File: config.mk
export PLATFORM = sky130hd
export DESIGN_NAME = phase_sequencer_flat
export DESIGN_NICKNAME = d
export VERILOG_FILES = /design/src/rtl/phase_sequencer_if.sv /design/src/rtl/phase_sequencer.sv /design/src/flat_wrapper.sv
export SDC_FILE = /design/constraint.sdc
export NUM_CORES = 1
export LEC_CHECK = 0
export CAP_MARGIN = 40
export CORE_UTILIZATION = 30
export DETAILED_ROUTE_END_ITERATION = 12
export MAX_ROUTING_LAYER = met4
export SYNTH_ARGS = -nofsm -noshare
export SYNTH_HDL_FRONTEND = slang
export SYNTH_SLANG_ARGS = --single-unit
File: constraint.sdc
create_clock -name clk -period 4.8 [get_ports clk]
set_clock_uncertainty 0.15 [all_clocks]
set_input_delay 0.96 -clock clk [delete_from_list [all_inputs] [get_ports clk]]
set_output_delay 0.96 -clock clk [all_outputs]
set_load 0.01 [all_outputs]
File: src/rtl/phase_sequencer_if.sv
// phase_sequencer_if: board/control-side signals of the instruction phase sequencer.
interface phase_sequencer_if #(
   parameter int NUM_PHASES = 5,
   parameter int IW         = 16,
   parameter int CNT_W      = 16
);
   localparam int PHASE_W = $clog2(NUM_PHASES + 1);
   logic                  exec;
   logic                  step;
   logic                  halt_req;
   logic [IW-1:0]         instr_in;
   logic [IW-1:0]         instr_out;
   logic [PHASE_W-1:0]    phase;
   logic [NUM_PHASES-1:0] phase_oh;
   logic                  executing;
   logic                  pc_e;
   logic                  halted;
   logic [CNT_W-1:0]      instr_count;
   modport master (
      output exec, step, halt_req, instr_in,
      input  instr_out, phase, phase_oh, executing, pc_e, halted, instr_count
   );
   modport slave (
      input  exec, step, halt_req, instr_in,
      output instr_out, phase, phase_oh, executing, pc_e, halted, instr_count
   );
endinterface

File: src/rtl/phase_sequencer.sv
// phase_sequencer: instruction phase counter with run/stop, single-step and halt control.
module phase_sequencer #(
   parameter int NUM_PHASES = 5,
   parameter int IW         = 16,
   parameter int CNT_W      = 16
) (
   input  logic              clk,
   input  logic              rst,
   phase_sequencer_if.slave  bus
);
   localparam int PHASE_W = $clog2(NUM_PHASES + 1);
   localparam logic [PHASE_W-1:0] LAST = PHASE_W'(NUM_PHASES);
   logic [PHASE_W-1:0] phase_q;
   logic [IW-1:0]      instr_q;
   logic [CNT_W-1:0]   count_q;
   logic               pc_e_q, halted_q, stop_pending, step_mode, exec_d, step_d;
   logic               exec_p, step_p, busy;
   assign exec_p = bus.exec & ~exec_d;
   assign step_p = bus.step & ~step_d;
   assign busy   = phase_q != '0;
   always_ff @(posedge clk or negedge rst)
      if (!rst) begin
         phase_q      <= '0;
         instr_q      <= '0;
         count_q      <= '0;
         pc_e_q       <= 1'b0;
         halted_q     <= 1'b0;
         stop_pending <= 1'b0;
         step_mode    <= 1'b0;
         exec_d       <= 1'b0;
         step_d       <= 1'b0;
      end else begin
         exec_d <= bus.exec;
         step_d <= bus.step;
         pc_e_q <= 1'b0;
         if (!busy) begin
            if (exec_p || step_p) begin
               phase_q   <= PHASE_W'(1);
               step_mode <= ~exec_p;
               instr_q   <= bus.instr_in;
               halted_q  <= 1'b0;
            end
         end else if (phase_q != LAST) begin
            phase_q <= phase_q + 1'b1;
            if (exec_p) stop_pending <= 1'b1;
         end else begin
            count_q <= count_q + 1'b1;
            pc_e_q  <= 1'b1;
            // An exec pulse in the final phase stops at this same boundary.
            if (bus.halt_req || stop_pending || step_mode || exec_p) begin
               phase_q      <= '0;
               stop_pending <= 1'b0;
               step_mode    <= 1'b0;
               halted_q     <= halted_q | bus.halt_req;
            end else begin
               phase_q <= PHASE_W'(1);
               instr_q <= bus.instr_in;
            end
         end
      end
   assign bus.phase       = phase_q;
   assign bus.executing   = busy;
   assign bus.phase_oh    = busy ? {{(NUM_PHASES-1){1'b0}}, 1'b1} << (phase_q - 1'b1) : '0;
   assign bus.instr_out   = instr_q;
   assign bus.instr_count = count_q;
   assign bus.pc_e        = pc_e_q;
   assign bus.halted      = halted_q;
endmodule

File: src/flat_wrapper.sv
// flat-port wrapper written by rule: the top's interface ports become plain ports
module phase_sequencer_flat 
#(
   parameter int NUM_PHASES = 5,
   parameter int IW         = 16,
   parameter int CNT_W      = 16
)
  (clk, rst, bus_exec, bus_step, bus_halt_req, bus_instr_in, bus_instr_out, bus_phase, bus_phase_oh, bus_executing, bus_pc_e, bus_halted, bus_instr_count);
  phase_sequencer_if #(.NUM_PHASES(NUM_PHASES), .IW(IW), .CNT_W(CNT_W)) bus_i ();
  input  logic clk;
  input  logic rst;
  input wire logic [$bits(bus_i.exec)-1:0] bus_exec;
  input wire logic [$bits(bus_i.step)-1:0] bus_step;
  input wire logic [$bits(bus_i.halt_req)-1:0] bus_halt_req;
  input wire logic [$bits(bus_i.instr_in)-1:0] bus_instr_in;
  output wire logic [$bits(bus_i.instr_out)-1:0] bus_instr_out;
  output wire logic [$bits(bus_i.phase)-1:0] bus_phase;
  output wire logic [$bits(bus_i.phase_oh)-1:0] bus_phase_oh;
  output wire logic [$bits(bus_i.executing)-1:0] bus_executing;
  output wire logic [$bits(bus_i.pc_e)-1:0] bus_pc_e;
  output wire logic [$bits(bus_i.halted)-1:0] bus_halted;
  output wire logic [$bits(bus_i.instr_count)-1:0] bus_instr_count;
  assign bus_i.exec = bus_exec;
  assign bus_i.step = bus_step;
  assign bus_i.halt_req = bus_halt_req;
  assign bus_i.instr_in = bus_instr_in;
  assign bus_instr_out = bus_i.instr_out;
  assign bus_phase = bus_i.phase;
  assign bus_phase_oh = bus_i.phase_oh;
  assign bus_executing = bus_i.executing;
  assign bus_pc_e = bus_i.pc_e;
  assign bus_halted = bus_i.halted;
  assign bus_instr_count = bus_i.instr_count;
  phase_sequencer #(.NUM_PHASES(NUM_PHASES), .IW(IW), .CNT_W(CNT_W)) u_core (.clk(clk), .rst(rst), .bus(bus_i));
endmodule
==> results.py, run 1 <==
metrics = {
    "final_layout": {
        "post-route-util_pct": 45.6,
        "diodes": 0,
        "synthToLayoutAreaGrowth_pct": 44.9,
        "drive_above_1_share_pct": 15.0,
        "fin_nets": 221,
    },
    "timing": {
        "max-slew-margin-rel_pct": 54.7,
        "setup_viol": 0,
        "fin_setup_tns_ns": 0,
        "slew_violations": 0,
        "fmax_ghz": 0.336,
        "report.final.hold_viol_count": 0,
        "rsz0062_at_grt": "no",
        "fin_crit_ns": 2.97,
        "period_share_pct": 62.0,
        "tightest_slew_ns": 0.674,
    },
    "routing": {
        "num_vias": 1239,
        "drt-initial-drc-count": 50,
        "drt-wirelength-per-cell_um": 12.9,
        "ant_nets": 0,
        "firstDrtPassIters": 3,
        "drc": 0,
        "vias_per_cell": 4.56,
        "wl_um": 3520,
    },
    "clocking": {
        "htree_levels": 2,
        "cts_hold_buf": 0,
        "clock-sinks": 41,
        "cts.repair.resized": 0,
        "clk_latency_ns": 0.29,
        "cts_tree": "built",
        "clockRootBuffer": "clkbuf_8",
        "cts_max_path_buffers": 2,
        "postCtsSetupRepairBufs": 0,
        "numCtsBuffers": 5,
        "path_clk_slew_ns": 0.08,
    },
    "place": {
        "hpwl_um": 2520,
        "io_buffer_count": 63,
        "gp_congestion": 0.801,
    },
    "floorplanning": {
        "core-area_um2": 5570,
        "die-area_um2": 6160,
        "row_count": 27,
        "die_y_um": 78.5,
        "start_util_pct": 31.5,
        "die_w_um": 78.5,
        "io_pins": 64,
    },
    "setup_path": {
        "path_cells": "inv_1 > nand3_1 > inv_1 > clkdlybuf4s50_1",
        "rrSetupSlack_ns": 2.57,
        "cp_slowest_cell": "clkdlybuf4s50_1",
        "critPathArrivalTime_ns": 1.86,
        "regToRegEndpoint": "u_core.bus.instr_out[6]",
        "worstReg2RegStart": "u_core.bus.phase[1]",
        "crit_type": "reg -> out",
        "worst_path_most_repeated_cell": "inv_1",
        "r2r_cells": 4,
        "path_max_fanout": 8,
        "critical_path.startpoint_type": "flip-flop",
        "endpoint_kind": "output pin",
        "slowest_delay_ns": 0.54,
        "cp.required_ns": 3.69,
    },
    "synthesis": {
        "yosysWarningCount": 0,
        "netlist-cell-type-count": 29,
        "synth-edff-count": 0,
        "synthCells": 132,
        "yosysSeqAreaShare_pct": 58.5,
        "avgSynthCellArea_um2": 13.3,
        "synthesis.area_um2": 1750,
        "syn_nets": 154,
        "async_flop_share_pct": 100,
        "ys_seq_elements": 41,
        "synth_ff_type": "dfrtp_1",
    },
    "grt": {
        "grt_use_total_pct": 12.4,
        "grt_pass1_wl_um": 5800,
        "grt_max_degree": 37,
        "grt_overflow_total": 0,
        "antenna_found_initial": 0,
        "grt_pass1_vias": 1197,
    },
    "status": {
        "status": "finished clean",
    },
    "worst_hold_path": {
        "hold_depth": 1,
        "worst_hold_path.endpoint": "u_core.bus.instr_count[15]",
        "worstHoldStart": "u_core.bus.instr_count[15]",
        "hp-class": "reg -> reg",
    },
    "pwr": {
        "p_leak_nw": 1.14,
        "peakVddDrop_v": 0.000258,
        "cellPowerDensity_nw_per_um2": 541,
        "total_power_mw": 1.37,
    },
    "run": {
        "timing.max_cap.violations": 0,
    },
}
-- layout make-up --
type / count / area, µm²
clock buffers: 7 / 96.3
flip-flops and latches: 41 / 1030
fillers: 540 / 3030
clock inverters: 1 / 5.00
multi-input cells: 83 / 663
well taps: 72 / 90.1
inverters: 4 / 15.0
repair buffers: 64 / 646
-- report_power, final --
part,switching (mW),internal [mW]
Clock,0.114,0.130
Sequential,0.0954,0.458
Combinational,0.209,0.367
-- through the flow --
stage | std cells | setup WS (ns) | hold WS (ns) | area (µm²)
after floorplan | 132 | 2.26 | 0.313 | 1750
after global placement | 263 | 1.60 | 0.310 | 2420
after detailed placement | 264 | 1.56 | 0.323 | 2440
after CTS | 272 | 1.79 | 0.335 | 2540
after global routing | 272 | 1.73 | 0.335 | 2540
final | 272 | 1.83 | 0.323 | 2540
-- layout by cell type (no fill, tap or decap), types with 4 or more instances in the layout --
cell type         n
inv_1             4
a21oi_1           4
mux2_4           10
dfrtp_1          41
nand3_1           5
xor2_1            8
and3_1            6
nor2_1            7
clkbuf_8          7
mux2_2            6
clkdlybuf4s50_1  62
xnor2_1           7
nand2_1          11
-- worst max-delay path by stage --
stage | from | endpoint | slack (ns)
floorplan | bus_exec | u_core.bus.instr_out[0] | 2.26
global placement | bus_exec | u_core.bus.instr_out[6] | 1.60
detailed placement | bus_exec | u_core.bus.instr_out[6] | 1.56
CTS | u_core.bus.phase[1] | bus_phase_oh[4] | 1.79
global route | u_core.bus.phase[1] | bus_phase_oh[4] | 1.73
finish | u_core.bus.phase[1] | bus_phase_oh[4] | 1.83
-- synthesized netlist by cell type (2+ instances only) --
library cell / count / area, µm²
nor3b_1: 2 / 15.0
nor2_1: 7 / 26.3
nor3_1: 2 / 10.0
mux2i_1: 2 / 20.0
and3_1: 6 / 37.5
buf_6: 2 / 22.5
mux2_2: 6 / 67.6
dfrtp_1: 41 / 1030
nand4_1: 2 / 12.5
a21oi_1: 4 / 20.0
nand2_1: 11 / 41.3
nand3_1: 5 / 25.0
inv_1: 4 / 15.0
xnor2_1: 7 / 61.3
mux2_4: 10 / 150
xor2_1: 8 / 70.1
-- registers in the layout, summed over array words and instances (netlist names) --
signal,count
u_core.bus.instr_count,16
u_core.bus.instr_out,16
u_core.bus.phase,3
u_core.bus.halted,1
u_core.bus.pc_e,1
u_core.exec_d,1
u_core.step_d,1
u_core.step_mode,1
u_core.stop_pending,1
-- worst max-delay path: cells and delay by family (launching register included) --
family        cells  cell delay (ns)
flops             1             0.47
buf+inv           3             0.82
simple gates      1             0.27
-- metal layers --
metal | wire length [µm] | track usage (%)
met1 | 1710 | 16.6
met2 | 1560 | 17.6
met3 | 219 | 4.19
met4 | 33 | 3.89
met5 | 0 | -
-- kinds of logic after synthesis --
logic type               count (synthesis)  synth area share [%]
AND/OR/NAND/NOR                         41                  12.6
adder cells (fa/ha/maj)                  1                 0.713
flip-flops                              41                  58.5
multiplexers                            18                  13.6
AO/OA/AOI/OAI                            8                  3.42
buffers and inverters                    8                  3.71
XOR/XNOR                                15                  7.49
Note: power is estimated with default switching activity, not from simulation.
==> run 2: changes to the inputs <==
clock period = 2.8 ns   (was 4.8 ns; I/O delays follow)
==> run 2 against run 1 <==
Net effect:
- worst setup slack lost 1.5 ns
- utilization increased by 0.63 points
- count of clock-buffer cells in the layout unchanged
- critical endpoint is now bus_executing
- combinational power grew 77%
- die area did not move
- final cell count increased by 0.74%
- global-route usage up 0.92 points
- largest power group unchanged
- non-clock buffer count rose by 2
- worst hold slack got worse by 0.26 ns
- critical path type unchanged
==> results.py, run 2 (same netlist as run 1, synthesis figures left out) <==
metrics = {
    "clocking": {
        "cts_tree": "built",
        "postCtsSetupRepairBufs": 0,
        "path_clk_slew_ns": 0.08,
        "cts_max_path_buffers": 2,
        "clk_latency_ns": 0.30,
        "cts_hold_buf": 0,
        "clock-sinks": 41,
        "cts.repair.resized": 0,
        "numCtsBuffers": 5,
        "clockRootBuffer": "clkbuf_8",
        "htree_levels": 2,
    },
    "timing": {
        "max-slew-margin-rel_pct": 56.6,
        "fin_crit_ns": 2.48,
        "report.final.hold_viol_count": 0,
        "period_share_pct": 88.7,
        "setup_viol": 0,
        "rsz0062_at_grt": "no",
        "fin_setup_tns_ns": 0,
        "tightest_slew_ns": 0.645,
        "slew_violations": 0,
        "fmax_ghz": 0.403,
    },
    "floorplanning": {
        "die_w_um": 78.5,
        "core-area_um2": 5570,
        "io_pins": 64,
        "row_count": 27,
        "start_util_pct": 31.5,
        "die_y_um": 78.5,
        "die-area_um2": 6160,
    },
    "final_layout": {
        "seqCellArea_um2": 1030,
        "final_common_cell": "clkdlybuf4s50_1",
        "fill_cells": 524,
        "drive_above_1_share_pct": 15.8,
        "multi_input_area_um2": 663,
        "final_cell_mix": "clkdlybuf4s50_1, dfrtp_1, nand2_1",
        "final_cell_area_um2": 2580,
        "fin_nets": 223,
        "diodes": 0,
        "synthToLayoutAreaGrowth_pct": 46.9,
    },
    "pwr": {
        "p_leak_nw": 1.15,
        "switching_share_pct": 30.7,
        "p_clk_share_pct": 17.8,
        "peakVddDrop_v": 0.000535,
        "cellPowerDensity_nw_per_um2": 929,
        "pwr-share-seq_pct": 39.7,
        "p_comb_share_pct": 42.5,
        "internal-power_mw": 1.66,
        "p_sw_mw": 0.735,
    },
    "setup_path": {
        "cp.required_ns": 2.09,
        "critical-path-top-delay-family": "buffers and inverters",
        "path_cells": "or3_4 > clkdlybuf4s50_1",
        "crit_type": "reg -> out",
        "critical_path.startpoint_type": "flip-flop",
        "endpoint_kind": "output pin",
        "path_max_fanout": 10,
        "slowest_delay_ns": 0.51,
        "cp_slowest_cell": "clkdlybuf4s50_1",
        "r2r_cells": 4,
        "rrSetupSlack_ns": 0.69,
        "critPathBufInv": 1,
        "worstReg2RegStart": "u_core.bus.phase[0]",
        "critPathArrivalTime_ns": 1.77,
        "regToRegEndpoint": "u_core.bus.instr_count[15]",
    },
    "worst_hold_path": {
        "hp-class": "in -> async",
    },
    "routing": {
        "num_vias": 1238,
        "vias_per_cell": 4.52,
        "drc": 0,
        "ant_nets": 0,
        "wl_um": 3720,
        "drt-initial-drc-count": 20,
        "drt-wirelength-per-cell_um": 13.6,
        "firstDrtPassIters": 4,
    },
    "place": {
        "hpwl_um": 2690,
        "gp_congestion": 0.751,
        "placed_area_um2": 2470,
        "io_buffer_count": 63,
    },
    "grt": {
        "grt_overflow_total": 0,
        "grt_use_total_pct": 13.3,
        "antenna_found_initial": 0,
        "grt_pass1_vias": 1293,
        "grt_max_degree": 23,
        "grt_pass1_wl_um": 6090,
    },
    "run": {
        "timing.max_cap.violations": 0,
    },
    "status": {
        "status": "finished clean",
    },
}
[run 2: changes by cell type in the layout (fill, tap and decap cells not counted), sizes merged]
cell / previous run / this run
buf: 2 / 4
[run 2: worst max-delay path by stage]
stage	start	endpoint	slack, ns	cells past startpoint
6_report	u_core.bus.phase[2]	bus_executing	0.32	2
5_1_grt	u_core.bus.phase[2]	bus_executing	0.26	2
4_1_cts	u_core.bus.phase[2]	bus_executing	0.31	2
3_5_place_dp	bus_exec	u_core.bus.instr_out[5]	0.19	6
3_3_place_gp	bus_exec	u_core.bus.instr_out[6]	0.25	6
2_1_floorplan	bus_exec	u_core.bus.instr_out[0]	0.66	5
[run 2: layout make-up]
type                       instances  share of cell area, %
multi-input combinational         83                   25.7
inverter                           4                  0.583
clock buffer                       7                   3.74
clock inverter                     1                  0.194
sequential                        41                   39.8
timing repair buffer              66                   26.4
tap                               72                   3.50
[run 2: routing by layer]
layer / part of all wire (%) / wire length (µm) / GRT usage, % / up-vias
met4: 1.5 / 56 / 5.37 / 0
met1: 44 / 1650 / 16.1 / 607
met3: 6.8 / 252 / 4.77 / 7
met5: 0 / 0 / - / -
met2: 47 / 1760 / 20.3 / 38
li1: - / - / - / 586
[run 2: power by group through the flow]
stage / clock, mW / combinational [mW] / sequential (mW)
2_1_floorplan: 0 / 0.481 / 0.995
3_3_place_gp: 0 / 1.01 / 0.963
3_5_place_dp: 0 / 1.02 / 0.963
4_1_cts: 0.438 / 1.03 / 0.956
5_1_grt: 0.466 / 1.09 / 0.983
6_report: 0.426 / 1.02 / 0.949
[run 2: stage by stage]
| step | hold WS [ns] | setup WS [ns] | utilization (%) | cells | power [mW] |
|---|---|---|---|---|---|
| after floorplan | 0.114 | 0.658 | - | 132 | 1.48 |
| after global placement | 0.310 | 0.251 | 43.9 | 265 | 1.97 |
| after detailed placement | 0.339 | 0.187 | 44.4 | 266 | 1.99 |
| after CTS | 0.0838 | 0.313 | 46.2 | 274 | 2.43 |
| after global routing | 0.0912 | 0.258 | 46.2 | 274 | 2.54 |
| final | 0.0669 | 0.318 | 46.2 | 274 | 2.39 |
==> run 3: changes to the inputs <==
CORE_UTILIZATION = 25   (was 30)
SLEW_MARGIN = 40   (was default)
==> run 3 against run 2 <==
Net effect:
- critical endpoint unchanged
- critical path depth is the same
- count of clock-buffer cells in the layout stayed put
- sequential cell count is the same
- cell area grew 0.78%
- clock power rose by 14%
- utilization fell by 8.0 points
- sequential share of layout area is 0.31 points lower
- combinational power is essentially flat
- sequential power increased by 0.5%
- die area up 19%
==> results.py, run 3 (same netlist as run 1, synthesis figures left out) <==
metrics = {
    "status": {
        "status": "finished clean",
    },
    "floorplanning": {
        "die_w_um": 85.8,
        "row_count": 30,
        "start_util_pct": 25.8,
        "io_pins": 64,
        "die_y_um": 85.8,
        "core-area_um2": 6790,
        "die-area_um2": 7360,
    },
    "place": {
        "gp_congestion": 0.697,
        "io_buffer_count": 63,
        "placed_area_um2": 2480,
        "dp.cells": 289,
        "hpwl_um": 2540,
    },
    "timing": {
        "tightest_slew_ns": 0.618,
        "rsz0062_at_grt": "no",
        "setup_viol": 0,
        "report.final.hold_viol_count": 0,
        "holdWs_ns": 0.0988,
        "slew_violations": 0,
        "fin_setup_tns_ns": 0,
        "max-slew-margin-rel_pct": 58.4,
        "fin_crit_ns": 2.45,
        "fmax_ghz": 0.408,
        "period_share_pct": 87.6,
    },
    "setup_path": {
        "crit_type": "reg -> out",
        "path_cells": "or3_4 > clkdlybuf4s50_1",
        "critical_path.startpoint_type": "flip-flop",
        "startpoint": "u_core.bus.phase[2]",
        "critPathArrivalTime_ns": 1.74,
        "path_max_fanout": 10,
        "worstReg2RegStart": "u_core.bus.phase[0]",
        "cp_slowest_cell": "dfrtp_1",
        "cp.required_ns": 2.09,
        "slowest_delay_ns": 0.50,
        "endpoint_kind": "output pin",
    },
    "routing": {
        "drt-initial-drc-count": 14,
        "wl_um": 3480,
        "drc": 0,
        "drt-wirelength-per-cell_um": 11.7,
        "num_vias": 1215,
        "ant_nets": 0,
        "firstDrtPassIters": 3,
        "vias_per_cell": 4.09,
    },
    "grt": {
        "grt_max_degree": 42,
        "grt_pass1_wl_um": 5490,
        "grt_overflow_total": 0,
        "grt_pass1_vias": 1126,
        "grt_use_total_pct": 10.2,
        "antenna_found_initial": 0,
    },
    "clocking": {
        "cts_hold_buf": 0,
        "clk_latency_ns": 0.28,
        "numCtsBuffers": 5,
        "postCtsSetupRepairBufs": 0,
        "clockRootBuffer": "clkbuf_8",
        "cts_tree": "built",
        "path_clk_slew_ns": 0.07,
        "clock-sinks": 41,
        "cts_max_path_buffers": 2,
        "htree_levels": 2,
        "cts.repair.resized": 0,
    },
    "pwr": {
        "p_leak_nw": 1.15,
        "peakVddDrop_v": 0.000512,
        "p_clk_share_pct": 19.8,
        "pwr-share-seq_pct": 39.1,
        "p_comb_share_pct": 41.1,
        "cellPowerDensity_nw_per_um2": 941,
        "internal-power_mw": 1.72,
        "p_sw_mw": 0.720,
        "switching_share_pct": 29.5,
        "total_power_mw": 2.44,
    },
    "final_layout": {
        "seqCellArea_um2": 1030,
        "synthToLayoutAreaGrowth_pct": 48.0,
        "multi_input_area_um2": 663,
        "diodes": 0,
        "final_common_cell": "clkdlybuf4s50_1",
        "final_cell_mix": "clkdlybuf4s50_1, dfrtp_1, nand2_1",
        "fill_cells": 675,
        "final_cell_area_um2": 2600,
        "drive_above_1_share_pct": 14.9,
        "stdcell_count": 297,
        "fin_nets": 222,
    },
    "run": {
        "timing.max_cap.violations": 0,
    },
    "worst_hold_path": {
        "hp-class": "in -> async",
    },
}
==> run 3: cell types whose count changed in the layout (fill, tap and decap cells not counted) <==
cell / before / now
bufinv_16: 0 / 1
buf_2: 1 / 0
buf_4: 1 / 2
buf_16: 1 / 0
clkbuf_1: 0 / 1
clkbuf_8: 7 / 6
clkinv_2: 1 / 0
==> run 3: worst paths after layout <==
check	endpoint	slack, ns	depth (start not counted)
min reg2reg	u_core.bus.instr_count[15]	0.33	1
max in group asynchronous	u_core.bus.halted	2.06	1
max reg2reg	u_core.bus.instr_count[15]	0.70	4
min	u_core.bus.instr_out[10]	0.1	1
min in group clk	u_core.bus.instr_count[15]	0.33	1
max	bus_executing	0.35	2
==> run 3: metal layers <==
layer	GRT usage [%]	routed length, µm
met1	13.0	1600
met2	15.1	1610
met3	3.46	226
met4	3.64	34
met5	-	0
==> run 3: final cells by class <==
class / instances / share of cell area [%]
clock inverter: 1 / 1.16
sequential: 41 / 39.5
tap: 96 / 4.63
timing repair buffer: 65 / 25.3
multi-input combinational: 83 / 25.5
clock buffer: 7 / 3.33
inverter: 4 / 0.578
==> run 3: critical path, delay by kind of cell (launching register included) <==
family | cells | cell delay [ns]
flops | 1 | 0.50
buf+inv | 1 | 0.49
simple gates | 1 | 0.47
==> run 3: power by group through the flow <==
stage / clock, mW / combinational (mW) / sequential (mW)
floorplan: 0 / 0.481 / 0.995
global placement: 0 / 1.01 / 0.963
detailed placement: 0 / 1.02 / 0.965
CTS: 0.504 / 1.02 / 0.958
global route: 0.527 / 1.07 / 0.981
finish: 0.484 / 1.00 / 0.954
==> run 3: through the flow <==
stage | setup slack (ns) | utilization (%)
2_1_floorplan | 0.658 | -
3_3_place_gp | 0.254 | 36.5
3_5_place_dp | 0.231 | 36.5
4_1_cts | 0.330 | 38.2
5_1_grt | 0.253 | 38.2
6_report | 0.346 | 38.2
